--- config.mk ---
export PLATFORM = sky130hd
export DESIGN_NAME = operand_fetch
export DESIGN_NICKNAME = d
export VERILOG_FILES = /design/src/rtl/cpu_pkg.sv /design/src/rtl/fwd_sel.sv /design/src/rtl/operand_fetch.sv
export SDC_FILE = /design/constraint.sdc
export NUM_CORES = 1
export LEC_CHECK = 0
export ABC_CLOCK_PERIOD_IN_PS = 2600
export CAP_MARGIN = 10
export CORE_ASPECT_RATIO = 1.5
export CORE_MARGIN = 4
export CORE_UTILIZATION = 45
export DETAILED_ROUTE_END_ITERATION = 6
export DONT_BUFFER_PORTS = 1
export GPL_ROUTABILITY_DRIVEN = 0
export GPL_TIMING_DRIVEN = 0
export PLACE_DENSITY = 0.73
export RECOVER_POWER = 100
export SLEW_MARGIN = 20
export SYNTH_ARGS = -nofsm -noshare
export SYNTH_HDL_FRONTEND = slang
export SYNTH_HIERARCHICAL = 1
export SYNTH_SLANG_ARGS = --single-unit
--- constraint.sdc ---
create_clock -name clk -period 2.6 [get_ports clk]
set_clock_uncertainty 0.1 [all_clocks]
set_input_delay 0.78 -clock clk [delete_from_list [all_inputs] [get_ports clk]]
set_output_delay 0.78 -clock clk [all_outputs]
set_load 0.02 [all_outputs]
--- src/rtl/cpu_pkg.sv ---
// cpu_pkg -- shared definitions for the operand-fetch stage.
//
// Holds the default data and register-number widths and the encoding of the
// per-operand forwarding choice made by fwd_sel.
package cpu_pkg;

    localparam int DW = 32;
    localparam int AW = 5;

    // Where an operand was taken from, in priority order.
    typedef enum logic [2:0] {
        FWD_ZERO = 3'd0,
        FWD_EX   = 3'd1,
        FWD_MEM  = 3'd2,
        FWD_WB   = 3'd3,
        FWD_RF   = 3'd4
    } fwd_t;

endpackage

--- src/rtl/fwd_sel.sv ---
// fwd_sel -- bypass selection for one source operand.
//
// Ports:
//   src          source register number being read
//   ex_en        the held (execute-stage) instruction is a valid non-load write
//   ex_rd/ex_alu destination and result of the held instruction
//   mem_*        memory-stage write enable, load flag, destination, ALU result, load data
//   wb_*         write-back port as seen by the register file
//   rf_d         combinational register-file read data for src
//   sel          chosen source (fwd_t)
//   value        chosen operand value
module fwd_sel
    import cpu_pkg::*;
#(
    parameter int DW = cpu_pkg::DW,
    parameter int AW = cpu_pkg::AW
) (
    input  logic [AW-1:0] src,
    input  logic          ex_en,
    input  logic [AW-1:0] ex_rd,
    input  logic [DW-1:0] ex_alu,
    input  logic          mem_wreg,
    input  logic          mem_mem2reg,
    input  logic [AW-1:0] mem_rn,
    input  logic [DW-1:0] mem_alu,
    input  logic [DW-1:0] mem_mo,
    input  logic          wb_we,
    input  logic [AW-1:0] wb_wn,
    input  logic [DW-1:0] wb_d,
    input  logic [DW-1:0] rf_d,
    output fwd_t          sel,
    output logic [DW-1:0] value
);

    // Priority chain: the youngest producer wins. Register 0 is tested first,
    // so a stage writing register 0 can never reach a forwarding match below.
    always_comb begin
        sel = FWD_RF;
        if (src == '0) begin
            sel = FWD_ZERO;
        end else if (ex_en && (ex_rd == src)) begin
            sel = FWD_EX;
        end else if (mem_wreg && (mem_rn == src)) begin
            sel = FWD_MEM;
        end else if (wb_we && (wb_wn == src)) begin
            sel = FWD_WB;
        end
    end

    // Value mux driven by the select code; a MEM hit returns load data for loads.
    always_comb begin
        value = rf_d;
        case (sel)
            FWD_ZERO: value = '0;
            FWD_EX:   value = ex_alu;
            FWD_MEM:  value = mem_mem2reg ? mem_mo : mem_alu;
            FWD_WB:   value = wb_d;
            default:  value = rf_d;
        endcase
    end

endmodule

--- src/rtl/operand_fetch.sv ---
// operand_fetch -- decode-to-execute operand fetch with bypassing and
// load-use stall detection.
//
// Ports:
//   clk, rst_n                 clock, synchronous active-low reset
//   in_valid/in_ready          decoded-instruction handshake
//   in_rs/in_rt, in_use_*      source numbers and source-used flags
//   in_rd/in_wreg/in_mem2reg   destination, write enable, load flag
//   rna/rnb, qa/qb             register-file read numbers and read data
//   ex_alu                     result of the instruction held in the output register
//   mem_*                      memory-stage bypass inputs
//   wb_*                       write-back port
//   flush                      discard held and incoming instruction
//   out_valid/out_ready        execute-stage handshake
//   out_a/out_b/out_rd/out_wreg/out_mem2reg   registered instruction to execute
//   stall_cnt                  saturating count of load-use stall cycles
module operand_fetch
    import cpu_pkg::*;
#(
    parameter int DW = cpu_pkg::DW,
    parameter int AW = cpu_pkg::AW
) (
    input  logic          clk,
    input  logic          rst_n,
    input  logic          in_valid,
    output logic          in_ready,
    input  logic [AW-1:0] in_rs,
    input  logic [AW-1:0] in_rt,
    input  logic          in_use_rs,
    input  logic          in_use_rt,
    input  logic [AW-1:0] in_rd,
    input  logic          in_wreg,
    input  logic          in_mem2reg,
    output logic [AW-1:0] rna,
    output logic [AW-1:0] rnb,
    input  logic [DW-1:0] qa,
    input  logic [DW-1:0] qb,
    input  logic [DW-1:0] ex_alu,
    input  logic          mem_wreg,
    input  logic          mem_mem2reg,
    input  logic [AW-1:0] mem_rn,
    input  logic [DW-1:0] mem_alu,
    input  logic [DW-1:0] mem_mo,
    input  logic          wb_we,
    input  logic [AW-1:0] wb_wn,
    input  logic [DW-1:0] wb_d,
    input  logic          flush,
    output logic          out_valid,
    input  logic          out_ready,
    output logic [DW-1:0] out_a,
    output logic [DW-1:0] out_b,
    output logic [AW-1:0] out_rd,
    output logic          out_wreg,
    output logic          out_mem2reg,
    output logic [15:0]   stall_cnt
);

    logic          ex_en;
    logic          hazard;
    logic          transfer;
    logic          same_src;
    logic [DW-1:0] a_val;
    logic [DW-1:0] b_val;
    logic [DW-1:0] op_b;
    fwd_t          sel_a_unused;
    fwd_t          sel_b_unused;

    assign rna = in_rs;
    assign rnb = in_rt;

    // A held load cannot forward from EX: its data only exists in MEM next cycle.
    assign ex_en = out_valid && out_wreg && !out_mem2reg;

    // Load-use: the held instruction is a load whose result a used source needs.
    assign hazard = in_valid && out_valid && out_wreg && out_mem2reg && (out_rd != '0) &&
                    ((in_use_rs && (in_rs == out_rd)) || (in_use_rt && (in_rt == out_rd)));

    assign in_ready = rst_n && !hazard && (!out_valid || out_ready) && !flush;
    assign transfer = in_valid && in_ready;

    // Identical used sources share operand A's selection so both see one value.
    assign same_src = in_use_rs && in_use_rt && (in_rs == in_rt);
    assign op_b     = same_src ? a_val : b_val;

    fwd_sel #(.DW(DW), .AW(AW)) u_fwd_a (
        .src         (in_rs),
        .ex_en       (ex_en),
        .ex_rd       (out_rd),
        .ex_alu      (ex_alu),
        .mem_wreg    (mem_wreg),
        .mem_mem2reg (mem_mem2reg),
        .mem_rn      (mem_rn),
        .mem_alu     (mem_alu),
        .mem_mo      (mem_mo),
        .wb_we       (wb_we),
        .wb_wn       (wb_wn),
        .wb_d        (wb_d),
        .rf_d        (qa),
        .sel         (sel_a_unused),
        .value       (a_val)
    );

    fwd_sel #(.DW(DW), .AW(AW)) u_fwd_b (
        .src         (in_rt),
        .ex_en       (ex_en),
        .ex_rd       (out_rd),
        .ex_alu      (ex_alu),
        .mem_wreg    (mem_wreg),
        .mem_mem2reg (mem_mem2reg),
        .mem_rn      (mem_rn),
        .mem_alu     (mem_alu),
        .mem_mo      (mem_mo),
        .wb_we       (wb_we),
        .wb_wn       (wb_wn),
        .wb_d        (wb_d),
        .rf_d        (qb),
        .sel         (sel_b_unused),
        .value       (b_val)
    );

    // Output register: reset beats flush, flush beats transfer, transfer beats
    // bubble, otherwise hold. Operand fields only change on a transfer.
    always_ff @(posedge clk) begin
        if (!rst_n) begin
            out_valid   <= 1'b0;
            out_a       <= '0;
            out_b       <= '0;
            out_rd      <= '0;
            out_wreg    <= 1'b0;
            out_mem2reg <= 1'b0;
            stall_cnt   <= '0;
        end else begin
            if (hazard && !flush && (stall_cnt != 16'hFFFF)) begin
                stall_cnt <= stall_cnt + 16'd1;
            end
            if (flush) begin
                out_valid <= 1'b0;
            end else if (transfer) begin
                out_valid   <= 1'b1;
                out_a       <= a_val;
                out_b       <= op_b;
                out_rd      <= in_rd;
                out_wreg    <= in_wreg;
                out_mem2reg <= in_mem2reg;
            end else if (out_valid && out_ready) begin
                out_valid <= 1'b0;
            end
        end
    end

endmodule

==> qor.csv, run 1 <==
metric;value;unit
Core Box Area;0.0164;sq mm
crit path max fanout;7;
DRT Pass-1 Iters;5;
reg2reg start;out_rd[2]$_SDFFE_PN0P_;
Area growth syn-to-layout;8.84;%
Port Buffer Count;0;
Fin. Hold Viols;0;
LEAKAGE;3.63;nW
CTS tree;built;
Site Rows;57;
die width;114;um
capture point of the worst path;in_ready;
Setup CP Type;primary input to primary output;
Initial Util;46.2;%
setup ws final;-0.000855;ns
final setup violation count;1;
final instance area;0.00826;sq mm
FF-to-FF setup slack;0.15;ns
Final Core Density;50.3;%
WP data required;1.72;ns
met1 usage;31.3;%
Worst Path Arrival;1.72;ns
Worst R2R Path Depth;8;
Final Total Pwr;3.53;mW
nets;1060;
crit path from;in_rt[0];
Slowest cell on crit path;nor4_2;
Total Wirelength;28.4;mm
Worst-Margin Slew;0.758;ns
CTS root buffer;clkbuf_16;
vias in the first global route;6974;
HPWL after DPL;22.3;mm
met3 Use GR;6.90;%
DRC;0;
run status;finished, violations left;
vias per std cell;6.47;
Syn Nets;1048;
H-tree levels;3;
DP Worst Slack;-0.449;ns
RR Endpoint;out_b[25]$_SDFFE_PN0P_;
Max clock buf depth;2;
clk slew on worst S/H paths;0.06;ns
Fill cells;1627;
first-pass GRT wire length;42.0;mm
busiest metal layer after global routing;met2;
GR Util met2;52.4;%
relative slew slack;49.5;%
cells after synthesis;818;
DR vias;6738;
Worst VDD drop;0.253;mV
Final Hold Slack;0.461;ns
Antenna Nets Post-Route;0;
CTS Buf Count;9;
endpoint type of the worst setup path;primary output;
worst path cell trace;xor2_1, nor4_2, a32oi_2, o211a_4;
fin crit share;100;%
failing checks;setup timing;
Max Clock Freq;384;MHz
share of layout cells above drive strength 1;21.7;%
CTS sink count;88;
initial DRC count;419;
fin crit period;2.60;ns
initial antenna violation count;0;
Die Area;0.0190;sq mm
Die H;167;um
synthesized area per cell;9.27;sq um
Tot GR Track Use;28.4;%
Ports;328;
Startpoint Class;primary input;
pin count of the biggest net entering global routing;15;
RSZ-0062 raised after global routing;true;
wire per inst;27.3;um
Syn Std Cell Area;0.00758;sq mm
hold buffers post-CTS;0;
CP peak stage delay;0.31;ns
Hold Crit Class;flop to flop;
Clock Latency Late Sink;0.34;ns
Max Cap Violations;0;
max-slew violations;0;
ant diodes;0;
power per cell area;428;mW/mm^2
dpl cell area;0.00786;sq mm
Syn. warnings;6;
Congestion Overflow GR;0;
-- metal layers --
metal  part of all wire, %  wire (um)
met1                    36      10400
met5                     0          0
met3                   8.2       2340
met2                    53      15000
met4                   2.5        699
-- cell type report --
| cell class | count | area [sq um] | area share (%) |
|---|---|---|---|
| plain buffers | 79 | 482 | 5.84 |
| clock buffers | 11 | 243 | 2.94 |
| clock inverters | 5 | 56.3 | 0.682 |
| inverters | 46 | 173 | 2.09 |
| multi-input cells | 603 | 5240 | 63.5 |
| flip-flops and latches | 88 | 1780 | 21.5 |
| well taps | 206 | 258 | 3.12 |
| repair buffers | 3 | 22.5 | 0.273 |
-- report_power, final --
| group | total (mW) | switching [mW] | internal [mW] |
|---|---|---|---|
| Combinational | 0.644 | 0.318 | 0.326 |
| Sequential | 1.57 | 0.157 | 1.42 |
| Clock | 1.32 | 0.546 | 0.770 |
| Total | 3.53 | 1.02 | 2.51 |
-- stage by stage --
| stage | cells | TNS, ns |
|---|---|---|
| after global routing | 1041 | -0.0388 |
| after detailed placement | 1024 | -18.54 |
| final | 1041 | -0.000855 |
| after floorplan | 818 | -0.152 |
| after global placement | 1024 | -18.12 |
| after CTS | 1041 | -0.159 |
-- how the worst min path moves through the flow --
stage	cells past startpoint	slack [ns]	from	endpoint
2_1_floorplan	2	0.44	out_a[26]$_SDFFE_PN0P_	out_a[26]$_SDFFE_PN0P_
3_3_place_gp	2	0.45	out_a[30]$_SDFFE_PN0P_	out_a[30]$_SDFFE_PN0P_
3_5_place_dp	2	0.46	out_a[29]$_SDFFE_PN0P_	out_a[29]$_SDFFE_PN0P_
4_1_cts	2	0.45	in_rd[3]	out_rd[3]$_SDFFE_PN0P_
5_1_grt	2	0.46	in_rd[3]	out_rd[3]$_SDFFE_PN0P_
6_report	2	0.46	out_rd[1]$_SDFFE_PN0P_	out_rd[1]$_SDFFE_PN0P_
-- timing repair --
item / 4_1_cts / 5_1_grt
pin swaps: 4 / 4
buffers inserted: 2 / 1
setup endpoints to repair: 61 / 60
resized for setup: 20 / 27
-- critical path, delay by kind of cell --
kind / cells / cell delay (ns)
AO/OA/AOI/OAI: 2 / 0.48
XOR/XNOR: 1 / 0.14
AND/OR/NAND/NOR: 1 / 0.31
-- cells in the final DEF (no fill, tap or decap), types with 3 or more instances in the layout --
master     instances
mux2i_1          115
nor4_4             4
clkbuf_16          9
a21oi_1            3
nor4_1             4
dfxtp_1           83
xnor2_1           18
buf_2             10
buf_6              8
clkbuf_2          15
nand4_1            5
nor4_2             7
buf_4             26
o221a_1          119
xor2_1            24
nor2_1             5
nor3_1             4
dfxtp_4            4
nand2_1           98
o221a_2           10
inv_1             46
and2_1            65
nand2b_1          11
clkbuf_1          20
nand3_4            3
mux2_2            64
nand3_1            7
-- flip-flops by register name, summed over array words and instances, names as in the netlist --
register     count
out_b           32
out_a           32
stall_cnt       16
out_valid        1
out_wreg         1
out_mem2reg      1
out_rd           5
Power figures use the tool's default switching activity.
==> run 2: changes to the inputs <==
- SLEW_MARGIN: 20 -> 0
==> results of run 2 <==
No change in the layout: final DEF, timing and power equal those of run 1.
==> run 3: changes to the inputs <==
- CORE_UTILIZATION: 45 -> 50
- PLACE_DENSITY: 0.73 -> 0.79
==> qor.csv, run 3 (synthesized netlist as in run 1, its figures left out) <==
metric;value;unit;change
run status;finished, violations left;;
failing checks;setup timing;;
Die H;159;um;-4.9%
first-pass GRT wire length;41.8;mm;-0.64%
Worst-Margin Slew;0.738;ns;-0.0203 ns
crit path max fanout;7;;unchanged
WP data required;1.72;ns;about the same
Flop pwr share;43.4;%;-1.1 points
HPWL after DPL;21.7;mm;-2.9%
DRT Pass-1 Iters;5;;unchanged
Max Cap Violations;0;;unchanged
Worst VDD drop;0.244;mV;-3.6%
LEAKAGE;3.78;nW;+4.1%
Sw Ratio;29.0;%;+0.068 points
clock share of power;37.7;%;+0.5 points
Logic pwr share;18.9;%;+0.7 points
Tot GR Track Use;31.3;%;+2.9 points
H-tree levels;3;;unchanged
die width;109;um;-4.8%
Max Clock Freq;370;MHz;-3.6%
final setup violation count;1;;unchanged
relative slew slack;50.8;%;+1.4 points
fin crit period;2.70;ns;+0.0983 ns
DRC;0;;unchanged
CTS sink count;88;;unchanged
Fill cells;1364;;-16%
vias per std cell;6.57;;+1.6%
Max clock buf depth;2;;unchanged
RSZ-0062 raised after global routing;true;;
pin count of the biggest net entering global routing;16;;+1
most frequent cells in the layout;o221a_1 (119), mux2i_1 (115), nand2_1 (98);;
fin crit share;104;%;+3.8 points
Core Box Area;0.0147;sq mm;-10%
Startpoint Class;primary input;;
Port Buffer Count;0;;unchanged
top flop regs;out_a: 32 flops, out_b: 32 flops, stall_cnt: 16 flops;;
clk slew on worst S/H paths;0.06;ns;about the same
Worst Path Arrival;1.82;ns;+0.10 ns
DP Worst Slack;-0.463;ns;-0.0141 ns
CTS tree;built;;
Clock Latency Late Sink;0.34;ns;about the same
Area growth syn-to-layout;12.9;%;
max-slew violations;0;;unchanged
Site Rows;54;;-5.3%
Congestion Overflow GR;0;;unchanged
Final Total Pwr;3.63;mW;+2.7%
vias in the first global route;7075;;+1.4%
P_int;2.58;mW;+2.6%
final instance area;0.00856;sq mm;+3.7%
initial antenna violation count;0;;unchanged
Setup CP Type;primary input to primary output;;
initial DRC count;549;;+31%
Total Wirelength;28.6;mm;+0.80%
NetSw;1.05;mW;+2.9%
Initial Util;51.5;%;+5.3 points
Hold Crit Class;flop to flop;;
ant diodes;0;;unchanged
Die Area;0.0172;sq mm;-9.4%
power per cell area;424;mW/mm^2;-1.0%
Antenna Nets Post-Route;0;;unchanged
setup ws final;-0.0992;ns;-0.0983 ns
DR vias;6863;;+1.9%
endpoint type of the worst setup path;primary output;;
Final Hold Slack;0.468;ns;+0.00680 ns
nets;1073;;+1.2%
Fin Setup TNS;-0.0992;ns;-0.0983 ns
commonest non-fill, non-tap cell in the layout;o221a_1;;
CTS root buffer;clkbuf_16;;
Fin. Hold Viols;0;;unchanged
hold buffers post-CTS;0;;unchanged
share of layout cells above drive strength 1;23.6;%;+1.9 points
wire per inst;27.4;um;+0.51%
CTS Buf Count;9;;unchanged
dpl cell area;0.00784;sq mm;-0.16%
Ports;328;;unchanged
==> run 3: repair_timing <==
| item | CTS | global route |
|---|---|---|
| setup endpoints to repair | 61 | 71 |
| gates resized for setup | 40 | 37 |
| buffers inserted | 11 | 3 |
| cloned | 3 | 1 |
| pin swaps | 4 | 5 |
==> run 3: per-layer routing <==
metal / global-route usage, % / routed length, um / share of wire [%] / vias up
met5: 0 / 0 / 0 / -
met3: 8.08 / 2540 / 8.9 / 56
met1: 35.0 / 10500 / 37 / 3338
met4: 10.3 / 739 / 2.6 / 0
met2: 56.6 / 14900 / 52 / 385
li1: - / - / - / 3084
==> run 3: worst max-delay path, stage by stage <==
cell and delay, ns:
xor2_2 0.15, nor4_2 0.30, a32oi_1 0.16, buf_4 0.17, o211a_4 0.25
==> run 3: power groups by stage <==
stage,clock (mW),combinational (mW),sequential (mW)
after floorplan,0,0.516,1.57
after global placement,0,0.616,1.60
after detailed placement,0,0.629,1.61
after CTS,1.38,0.662,1.57
after global routing,1.44,0.739,1.58
final,1.37,0.687,1.57
==> run 3: final cells by class <==
type | count | area [sq um] | share of cell area [%]
repair buffers | 15 | 210 | 2.45
well taps | 196 | 245 | 2.86
clock buffers | 11 | 253 | 2.95
clock inverters | 5 | 63.8 | 0.745
multi-input cells | 603 | 5280 | 61.7
plain buffers | 80 | 558 | 6.52
flip-flops and latches | 88 | 1780 | 20.8
inverters | 46 | 173 | 2.02
==> run 3: path summary, 6_finish.rpt <==
| kind | cells after the start | start | end | slack [ns] |
|---|---|---|---|---|
| worst max-delay path | 5 | in_rt[0] | in_ready | -0.1 |
| worst min-delay path | 2 | out_rd[4]$_SDFFE_PN0P_ | out_rd[4]$_SDFFE_PN0P_ | 0.47 |
| worst max register to register | 9 | out_rd[1]$_SDFFE_PN0P_ | stall_cnt[14]$_SDFFE_PN0P_ | 0.09 |
| worst min register to register | 2 | out_rd[4]$_SDFFE_PN0P_ | out_rd[4]$_SDFFE_PN0P_ | 0.47 |
==> run 3: stage by stage <==
stage | utilization (%) | cells
2_1_floorplan | - | 818
3_3_place_gp | 53.3 | 1014
3_5_place_dp | 53.3 | 1014
4_1_cts | 57.1 | 1041
5_1_grt | 58.1 | 1044
6_report | 58.1 | 1044
